`src/rtl/spi_target_pkg.sv`:
```
// rtl/spi_target_pkg.sv - shared types and constants for the SPI target
package spi_target_pkg;

    typedef enum logic {IDLE, SHIFT} state_e;

    localparam int BitCntW = 3;
    localparam logic [7:0] DefaultIdleByte = 8'hFF;

    function automatic logic out_bit(input logic [7:0] v, input bit msb_first);
        return msb_first ? v[7] : v[0];
    endfunction

endpackage

```
`src/rtl/spi_target_edge_det.sv`:
```
// rtl/spi_target_edge_det.sv - synchroniser plus rise/fall pulse generation for one async input
module spi_target_edge_det #(
    parameter int SyncStages = 2
) (
    input  logic clk_i,
    input  logic rst_i,
    input  logic d_i,
    output logic rise_o,
    output logic fall_o
);

    logic [SyncStages-1:0] sync_q;
    logic                  prev_q;

    always_ff @(posedge clk_i) begin
        if (rst_i) begin
            sync_q <= '0;
            prev_q <= 1'b0;
        end else begin
            sync_q <= {sync_q[SyncStages-2:0], d_i};
            prev_q <= sync_q[SyncStages-1];
        end
    end

    assign rise_o = sync_q[SyncStages-1] & ~prev_q;
    assign fall_o = ~sync_q[SyncStages-1] & prev_q;

endmodule

```
`src/rtl/spi_target_dev.sv`:
```
// rtl/spi_target_dev.sv - SPI mode-0 target, oversampled pins, valid/ready byte interfaces
module spi_target_dev
    import spi_target_pkg::*;
#(
    parameter int         SyncStages = 2,
    parameter bit         MsbFirst   = 1'b1,
    parameter logic [7:0] IdleByte   = DefaultIdleByte
) (
    input  logic       clk_i,
    input  logic       rst_i,
    input  logic       spi_sck_i,
    input  logic       spi_cs_ni,
    input  logic       spi_copi_i,
    output logic       spi_cipo_o,
    output logic       spi_cipo_en_o,
    output logic [7:0] rx_data_o,
    output logic       rx_valid_o,
    input  logic       rx_ready_i,
    output logic       rx_overflow_o,
    input  logic [7:0] tx_data_i,
    input  logic       tx_valid_i,
    output logic       tx_ready_o,
    output logic       tx_underflow_o,
    output logic       active_o
);

    logic                  sck_rise, sck_fall, cs_rise, cs_fall;
    logic [SyncStages-1:0] copi_sync;
    logic                  copi;
    state_e                state, state_next;
    logic [BitCntW-1:0]    bit_cnt;
    logic [7:0]            rx_shift, tx_shift, tx_load, tx_shifted;
    logic                  byte_done, start, load, tx_step, rx_step, abort;

    spi_target_edge_det #(.SyncStages(SyncStages)) u_sck_edge (
        .clk_i  (clk_i),
        .rst_i  (rst_i),
        .d_i    (spi_sck_i),
        .rise_o (sck_rise),
        .fall_o (sck_fall)
    );

    spi_target_edge_det #(.SyncStages(SyncStages)) u_cs_edge (
        .clk_i  (clk_i),
        .rst_i  (rst_i),
        .d_i    (spi_cs_ni),
        .rise_o (cs_rise),
        .fall_o (cs_fall)
    );

    // COPI needs the same depth as SCK so the sampled bit lines up with sck_rise
    always_ff @(posedge clk_i) begin
        if (rst_i) copi_sync <= '0;
        else       copi_sync <= {copi_sync[SyncStages-2:0], spi_copi_i};
    end
    assign copi = copi_sync[SyncStages-1];

    always_ff @(posedge clk_i) begin
        if (rst_i) state <= IDLE;
        else       state <= state_next;
    end

    always_comb begin
        state_next = state;
        start      = 1'b0;
        load       = 1'b0;
        tx_step    = 1'b0;
        rx_step    = 1'b0;
        abort      = 1'b0;
        if (!rst_i) begin
            case (state)
                IDLE: begin
                    if (cs_fall) begin
                        state_next = SHIFT;
                        start      = 1'b1;
                        load       = 1'b1;
                    end
                end
                SHIFT: begin
                    // deselect takes priority over any SCK edge landing in the same cycle
                    if (cs_rise) begin
                        state_next = IDLE;
                        abort      = 1'b1;
                    end else begin
                        rx_step = sck_rise;
                        if (sck_fall) begin
                            if (bit_cnt == '0) load    = 1'b1;
                            else               tx_step = 1'b1;
                        end
                    end
                end
            endcase
        end
    end

    assign tx_load        = tx_valid_i ? tx_data_i : IdleByte;
    assign tx_shifted     = MsbFirst ? {tx_shift[6:0], 1'b0} : {1'b0, tx_shift[7:1]};
    assign tx_ready_o     = load & tx_valid_i;
    assign tx_underflow_o = load & ~tx_valid_i;
    assign active_o       = (state == SHIFT);
    assign rx_overflow_o  = byte_done & rx_valid_o & ~rx_ready_i & ~rst_i;

    always_ff @(posedge clk_i) begin
        if (rst_i) begin
            bit_cnt       <= '0;
            rx_shift      <= '0;
            tx_shift      <= '0;
            byte_done     <= 1'b0;
            spi_cipo_o    <= 1'b1;
            spi_cipo_en_o <= 1'b0;
            rx_data_o     <= '0;
            rx_valid_o    <= 1'b0;
        end else begin
            byte_done <= rx_step && (bit_cnt == '1);

            if (load) begin
                tx_shift   <= tx_load;
                spi_cipo_o <= out_bit(tx_load, MsbFirst);
            end else if (tx_step) begin
                tx_shift   <= tx_shifted;
                spi_cipo_o <= out_bit(tx_shifted, MsbFirst);
            end

            if (start) begin
                bit_cnt       <= '0;
                spi_cipo_en_o <= 1'b1;
            end

            if (abort) begin
                bit_cnt       <= '0;
                spi_cipo_en_o <= 1'b0;
                spi_cipo_o    <= 1'b1;
            end

            if (rx_step) begin
                rx_shift <= MsbFirst ? {rx_shift[6:0], copi} : {copi, rx_shift[7:1]};
                bit_cnt  <= bit_cnt + BitCntW'(1);
            end

            // completed byte is handed over one cycle after its last bit lands in rx_shift
            if (byte_done && (!rx_valid_o || rx_ready_i)) begin
                rx_data_o  <= rx_shift;
                rx_valid_o <= 1'b1;
            end else if (rx_valid_o && rx_ready_i) begin
                rx_valid_o <= 1'b0;
            end
        end
    end

endmodule

```
`config.mk`:
```
export PLATFORM = sky130hd
export DESIGN_NAME = spi_target_dev
export DESIGN_NICKNAME = d
export VERILOG_FILES = /design/src/rtl/spi_target_pkg.sv /design/src/rtl/spi_target_edge_det.sv /design/src/rtl/spi_target_dev.sv
export SDC_FILE = /design/constraint.sdc
export NUM_CORES = 1
export LEC_CHECK = 0
export ABC_AREA = 1
export CORE_MARGIN = 1.5
export CORE_UTILIZATION = 25
export CTS_CLUSTER_DIAMETER = 150
export DETAILED_ROUTE_END_ITERATION = 8
export PLACE_DENSITY = 0.55
export SLEW_MARGIN = 5
export SYNTH_ARGS = -nofsm -noshare
export SYNTH_HDL_FRONTEND = slang
export SYNTH_HIERARCHICAL = 1
export SYNTH_SLANG_ARGS = --single-unit
```
`constraint.sdc`:
```
create_clock -name clk_i -period 1.6 [get_ports clk_i]
set_input_delay 0.16 -clock clk_i [delete_from_list [all_inputs] [get_ports clk_i]]
set_output_delay 0.16 -clock clk_i [all_outputs]
set_load 0.005 [all_outputs]
```
==> results of run 1 <==
-- repair_timing --
action                                  CTS  global route
setup buffers                             1             2
cloned                                    0             0
pin swaps                                 3             7
hold endpoints to repair                  0             0
endpoints found under the setup margin    3             9
resized for setup                        16            13
-- layer usage --
metal  part of all wire (%)  vias up  track usage [%]  wire (µm)
met5                      0        -                0          0
met4                   0.80        0             4.47         27
met3                    4.7        2             3.60        158
met2                     45       23             16.2       1520
met1                     49      627             12.6       1650
li1                       -      790                -          -
-- power by group through the flow --
stage | clock network [mW] | registers, mW | logic [mW]
detailed placement | 0 | 1.01 | 0.119
global placement | 0 | 1.01 | 0.120
finish | 0.606 | 0.994 | 0.123
floorplan | 0 | 1.01 | 0.0566
CTS | 0.648 | 0.992 | 0.121
global route | 0.682 | 0.995 | 0.137
-- worst register-to-register path: stages, from the launching register on --
cell,delay (ns)
dfxtp_1,0.38
inv_1,0.10
nor2_4,0.14
nor2_4,0.06
nand2_2,0.08
nand2_4,0.07
buf_4,0.20
o21ai_0,0.17
inv_1,0.06
nand2_1,0.06
inv_1,0.03
-- layout make-up --
cell class,count,area (µm²)
Timing Repair Buffer,49,428
Sequential cell,39,783
Clock inverter,1,7.51
Clock buffer,5,68.8
Tap cell,77,96.3
Inverter,49,184
Multi-Input combinational cell,129,701
Fill cell,678,4150
-- Yosys cell counts --
library cell / n
dfxtp_1: 39
nand2_4: 2
buf_6: 2
nand3_2: 2
nor2_1: 28
buf_2: 1
o211ai_1: 1
buf_1: 1
or2_2: 6
ha_1: 3
nand3_1: 22
clkbuf_1: 2
inv_1: 47
nor2_2: 1
o21ai_0: 24
nor2_4: 2
nand2_1: 16
buf_4: 2
inv_2: 2
o21ai_1: 1
a21oi_1: 17
nor3_1: 3
nand2_2: 1
-- flip-flops by register name, indices dropped and copies added (netlist names) --
register and flops:
u_cs_edge/prev_q 1, spi_cipo_o 1, byte_done 1, u_sck_edge/sync_q 2, copi_sync 2, u_cs_edge/sync_q 2
rx_data_o 8, spi_cipo_en_o 1, rx_shift 8, active_o 1, bit_cnt 3, tx_shift 7
u_sck_edge/prev_q 1, rx_valid_o 1
-- final timing paths --
kind | from | endpoint | slack (ns) | depth (start not counted)
setup reg to reg | u_cs_edge/sync_q[1] | tx_shift[1] | 0.16 | 10
hold reg to reg | copi_sync[0] | copi_sync[1] | 0.40 | 2
setup / recovery | u_sck_edge/prev_q | tx_underflow_o | 0.08 | 9
hold / removal | rst_i | tx_shift[0] | 0.33 | 2
-- cells in the final DEF (no fill, tap or decap), drive strengths merged, types with 2 or more instances in the layout --
cell type      instances
clkdlybuf4s50         25
nor2                  31
nand2                 19
nor3                   3
dfxtp                 39
buf                   22
ha                     3
inv                   49
or2                    6
clkbuf                 5
a21oi                 17
dlygate4sd2            2
nand3                 24
o21ai                 25
-- kinds of logic after synthesis --
family | after synthesis
buffers and inverters | 57
AO/OA/AOI/OAI | 43
flip-flops | 39
AND/OR/NAND/NOR | 83
adder cells (fa/ha/maj) | 3
-- per-stage QoR --
step	std cells	power (mW)	TNS, ns	utilization, %
5_1_grt	349	1.81	-0.0901	35.3
2_1_floorplan	225	1.07	0	-
3_5_place_dp	340	1.13	-0.934	33.3
3_3_place_gp	340	1.13	-0.673	33.3
4_1_cts	347	1.76	0	34.7
6_report	349	1.72	0	35.3
==> flow_metrics.py, run 1 <==
metrics = {
    "floorplanning": {
        "fp.dieH_um": 85.0,
        "die_w_um": 85.0,
        "io_pins": 30,
        "start_util_pct": 26.1,
        "dieArea_mm2": 0.00722,
        "num_rows": 29,
        "core_area_mm2": 0.00642,
    },
    "global_routing": {
        "grt_first_pass_wirelength_mm": 5.90,
        "grt_use_total_pct": 10.3,
        "grt_overflow": 0,
        "grt_pass1_vias": 1373,
        "antenna_found_initial": 0,
        "grt_max_degree": 25,
    },
    "job": {
        "max-cap-violations": 0,
    },
    "synthesis": {
        "yosys_register_bits": 39,
        "synth.area.top_cells": "dfxtp_1 (46%), inv_1 (11%), o21ai_0 (7.2%)",
        "yosysWarnings": 6,
        "synthMuxAreaShare_pct": 0,
        "yosys.area_share.simple_pct": 24.1,
        "yosysTopAreaCell": "dfxtp_1",
        "ys_types": 23,
        "netlist_area_mm2": 0.00168,
        "synth_top_family_by_area": "simple AND/OR/NAND/NOR gates",
        "synthCells": 225,
        "yosysSeqAreaShare_pct": 46.5,
        "synth_xor_area_share_pct": 0,
        "avgSynthCellArea_um2": 7.46,
        "yosys.area_share.adder_pct": 2.24,
        "synth_fp_nets": 243,
        "synth_top_area_share_pct": 46.5,
        "synth_compound_area_share_pct": 13.0,
    },
    "pwr": {
        "p_int_mw": 1.34,
        "sw_frac_of_total_pct": 22.2,
        "power-per-cell-area_mw_per_mm2": 759,
        "p_seq_share_pct": 57.7,
        "p_leak_nw": 1.00,
        "power.switching_mw": 0.382,
        "vdd_drop_max_mv": 0.297,
        "pwr-share-clk_pct": 35.2,
        "power_frac_comb_pct": 7.1,
    },
    "detailed_routing": {
        "firstDrtPassIters": 6,
        "totalWireLength_mm": 3.37,
        "drc_errors": 4,
        "postRouteAntennaNets": 0,
        "via_per_inst": 4.13,
        "avgRoutedWirePerCell_um": 9.64,
        "drtIter0Drc": 77,
        "vias": 1442,
    },
    "final_layout": {
        "nets": 291,
        "syn_to_final_growth_pct": 35.1,
        "final_area_mm2": 0.00227,
        "drive_gt1_share_pct": 21.0,
        "num_antenna_cells": 0,
    },
    "clocking": {
        "cts_sinks": 39,
        "cts_tree": "done",
        "root_buffer": "clkbuf_8",
        "numCtsBuffers": 5,
        "cts_buffer_depth": 2,
        "worstSkewPairLatency_ns": 0.28,
        "cts-hold-fix-buffers": 0,
        "path_clk_slew_ns": 0.07,
        "htree_levels": 2,
    },
    "critical_path": {
        "crit_family": "simple AND/OR/NAND/NOR gates",
        "crit_slowest_cell": "dfxtp_2",
        "slowest_delay_ns": 0.33,
        "critical_path_class": "reg -> out",
        "arrival_ns": 1.36,
        "required_ns": 1.44,
        "crit_top_cell": "nor2_2",
        "cp_max_fo": 4,
        "cp-start-kind": "register",
        "cp.buffers_inverters": 3,
        "endpoint_kind": "output pin",
        "crit_chain": "inv_2 > nor2_2 > inv_1 > nor2_2 > nand2_2 > nand2_4 > nand2_4 > nor2_2 > buf_2",
    },
    "timing": {
        "post-route-period-util_pct": 94.8,
        "fin_ws_ns": 0.0824,
        "whs_ns": 0.325,
        "drv_slew": 0,
        "tightest_slew_ns": 0.342,
        "rsz0062_at_grt": "yes",
        "worst_clock_skew_ns": 0.00441,
        "hold_violations": 0,
        "setup_viol": 0,
        "fin_crit_ns": 1.52,
        "relSlewSlack_pct": 77.0,
        "fmax_ghz": 0.659,
    },
    "hold_path": {
        "hold_class": "in -> reg",
    },
    "placement": {
        "place_area_mm2": 0.00214,
        "portBuffers": 29,
        "routabilityCongestion": 0.793,
        "hpwl_mm": 2.37,
        "pre_cts_ws_ns": -0.285,
    },
    "run_status": {
        "status": "finished with violations",
        "violations": "DRC",
    },
}
Power figures use the tool's default switching activity.
==> run 2, diff against run 1 <==
--- a/config.mk
+++ b/config.mk
@@ -10,9 +10,11 @@
 export CORE_UTILIZATION = 25
 export CTS_CLUSTER_DIAMETER = 150
 export DETAILED_ROUTE_END_ITERATION = 8
+export HOLD_SLACK_MARGIN = 0.05
 export PLACE_DENSITY = 0.55
 export SLEW_MARGIN = 5
 export SYNTH_ARGS = -nofsm -noshare
 export SYNTH_HDL_FRONTEND = slang
 export SYNTH_HIERARCHICAL = 1
 export SYNTH_SLANG_ARGS = --single-unit
+export TNS_END_PERCENT = 20
==> run 2 against run 1 <==
The flow still finishes with violations (DRC). Fmax up 0.40%. Global-route usage unchanged. Via count up 0.62%. Setup slack better by 0.0061 ns. Sequential share of layout area up 0.11 points. Die area unchanged. Clock skew about the same. Critical path type unchanged. Sequential cell count unchanged. Core utilization down 0.12 points. Cell count down 0.29%. Clock power about the same. Critical path depth unchanged. Largest power group unchanged.
==> flow_metrics.py, run 2 (synthesis results as in run 1) <==
metrics = {
    "global_routing": {
        "grt_overflow": 0,
        "grt_pass1_vias": 1369,
        "grt_max_degree": 25,
        "grt_use_total_pct": 10.3,
        "antenna_found_initial": 0,
        "grt_first_pass_wirelength_mm": 5.90,
    },
    "critical_path": {
        "crit_top_cell": "nor2_2",
        "cp.buffers_inverters": 3,
        "required_ns": 1.44,
        "crit_chain": "inv_2 > nor2_2 > inv_1 > nor2_2 > nand2_2 > nand2_4 > nand2_4 > nor2_2 > buf_2",
        "timing.rr.start": "u_cs_edge/sync_q[1]",
        "slowest_delay_ns": 0.33,
        "reg2reg_slack_ns": 0.15,
        "cp-start-kind": "register",
        "r2r-end": "tx_shift[1]",
        "endpoint_kind": "output pin",
        "path_depth": 9,
        "arrival_ns": 1.35,
        "crit_family": "simple AND/OR/NAND/NOR gates",
        "critical_path_class": "reg -> out",
        "rr_worst_depth": 10,
        "cp_max_fo": 4,
        "crit_slowest_cell": "dfxtp_2",
    },
    "detailed_routing": {
        "totalWireLength_mm": 3.36,
        "firstDrtPassIters": 7,
        "via_per_inst": 4.17,
        "drc_errors": 4,
        "avgRoutedWirePerCell_um": 9.65,
        "vias": 1451,
        "postRouteAntennaNets": 0,
        "drtIter0Drc": 90,
    },
    "floorplanning": {
        "dieArea_mm2": 0.00722,
        "num_rows": 29,
        "io_pins": 30,
        "fp.dieH_um": 85.0,
        "die_w_um": 85.0,
        "core_area_mm2": 0.00642,
        "start_util_pct": 26.1,
    },
    "pwr": {
        "p_int_mw": 1.34,
        "power_frac_comb_pct": 7.1,
        "p_leak_nw": 0.999,
        "power.switching_mw": 0.382,
        "pwr-share-clk_pct": 35.2,
        "p_seq_share_pct": 57.7,
        "sw_frac_of_total_pct": 22.2,
        "vdd_drop_max_mv": 0.298,
        "power-per-cell-area_mw_per_mm2": 762,
    },
    "final_layout": {
        "final_common_cell": "inv_1",
        "mostFrequentLayoutCells": "inv_1 (43), dfxtp_1 (37), clkdlybuf4s50_1 (25)",
        "reg_top3": "rx_data_o: 8 flops, rx_shift: 8 flops, tx_shift: 7 flops",
        "post-route-util_pct": 35.2,
        "num_antenna_cells": 0,
        "syn_to_final_growth_pct": 34.6,
        "final_area_mm2": 0.00226,
        "drive_gt1_share_pct": 20.7,
        "nets": 290,
    },
    "timing": {
        "fmax_ghz": 0.662,
        "hold_violations": 0,
        "tightest_slew_ns": 0.344,
        "post-route-period-util_pct": 94.5,
        "worst_clock_skew_ns": 0.00431,
        "drv_slew": 0,
        "relSlewSlack_pct": 76.9,
        "setup_viol": 0,
        "fin_crit_ns": 1.51,
        "rsz0062_at_grt": "yes",
    },
    "clocking": {
        "htree_levels": 2,
        "path_clk_slew_ns": 0.07,
        "cts_tree": "done",
        "cts_sinks": 39,
        "root_buffer": "clkbuf_8",
        "worstSkewPairLatency_ns": 0.28,
        "cts_buffer_depth": 2,
        "numCtsBuffers": 5,
    },
    "placement": {
        "place_area_mm2": 0.00214,
        "portBuffers": 29,
        "hpwl_mm": 2.37,
        "routabilityCongestion": 0.793,
    },
    "run_status": {
        "status": "finished with violations",
        "violations": "DRC",
    },
    "job": {
        "max-cap-violations": 0,
    },
    "hold_path": {
        "min-delay-start": "rst_i",
        "hold_class": "in -> reg",
        "whs_endpoint": "tx_shift[0]",
        "holdPathStages": 2,
    },
}
[run 2: area by class of cell]
cell class / instances / area, µm²
Fill cell: 679 / 4160
Sequential cell: 39 / 783
Multi-Input combinational cell: 129 / 701
Timing Repair Buffer: 48 / 420
Inverter: 49 / 184
Tap cell: 77 / 96.3
Clock buffer: 5 / 68.8
Clock inverter: 1 / 7.51
[run 2: worst reg2reg max path, stage by stage, from the launching register on]
cell and delay [ns]:
dfxtp_1 0.38, inv_1 0.10, nor2_4 0.14, nor2_4 0.06, nand2_2 0.08, nand2_4 0.07, buf_4 0.20, o21ai_0 0.17
inv_1 0.06, nand2_1 0.06, inv_1 0.03
[run 2: per-stage QoR]
stage	TNS (ns)	power, mW	std cells	hold slack [ns]	setup WS [ns]
floorplan	0	1.07	225	0.231	0.321
global placement	-0.673	1.13	340	0.389	-0.258
detailed placement	-0.934	1.13	340	0.394	-0.285
CTS	0	1.76	346	0.311	0.00177
global route	-0.0901	1.81	348	0.321	-0.0493
finish	0	1.72	348	0.322	0.0885
[run 2: power by group through the flow]
stage | clock, mW | combinational, mW | sequential, mW
finish | 0.606 | 0.122 | 0.994
global route | 0.682 | 0.137 | 0.995
CTS | 0.648 | 0.120 | 0.992
detailed placement | 0 | 0.119 | 1.01
global placement | 0 | 0.120 | 1.01
floorplan | 0 | 0.0566 | 1.01
[run 2: worst max path at each step]
stage                                   start              to
after detailed placement                rst_i  tx_underflow_o
after floorplan           u_cs_edge/sync_q[1]     tx_shift[2]
after CTS                          bit_cnt[0]      tx_ready_o
after global routing        u_sck_edge/prev_q  tx_underflow_o
after global placement                  rst_i  tx_underflow_o
final                       u_sck_edge/prev_q  tx_underflow_o
[run 2: what timing repair did]
| action | in CTS | in global routing |
|---|---|---|
| hold buffers | 0 | 0 |
| resized for setup | 16 | 13 |
| gates cloned | 0 | 0 |
| pin swaps | 3 | 7 |
| endpoints found under the setup margin | 3 | 9 |
| buffers inserted | 0 | 2 |
[run 2: layer usage]
metal	vias up	part of all wire, %	GRT usage [%]
met1	632	49	12.7
met4	0	1.3	4.47
li1	789	-	-
met5	-	0	0
met2	26	45	16.2
met3	4	5.4	3.60
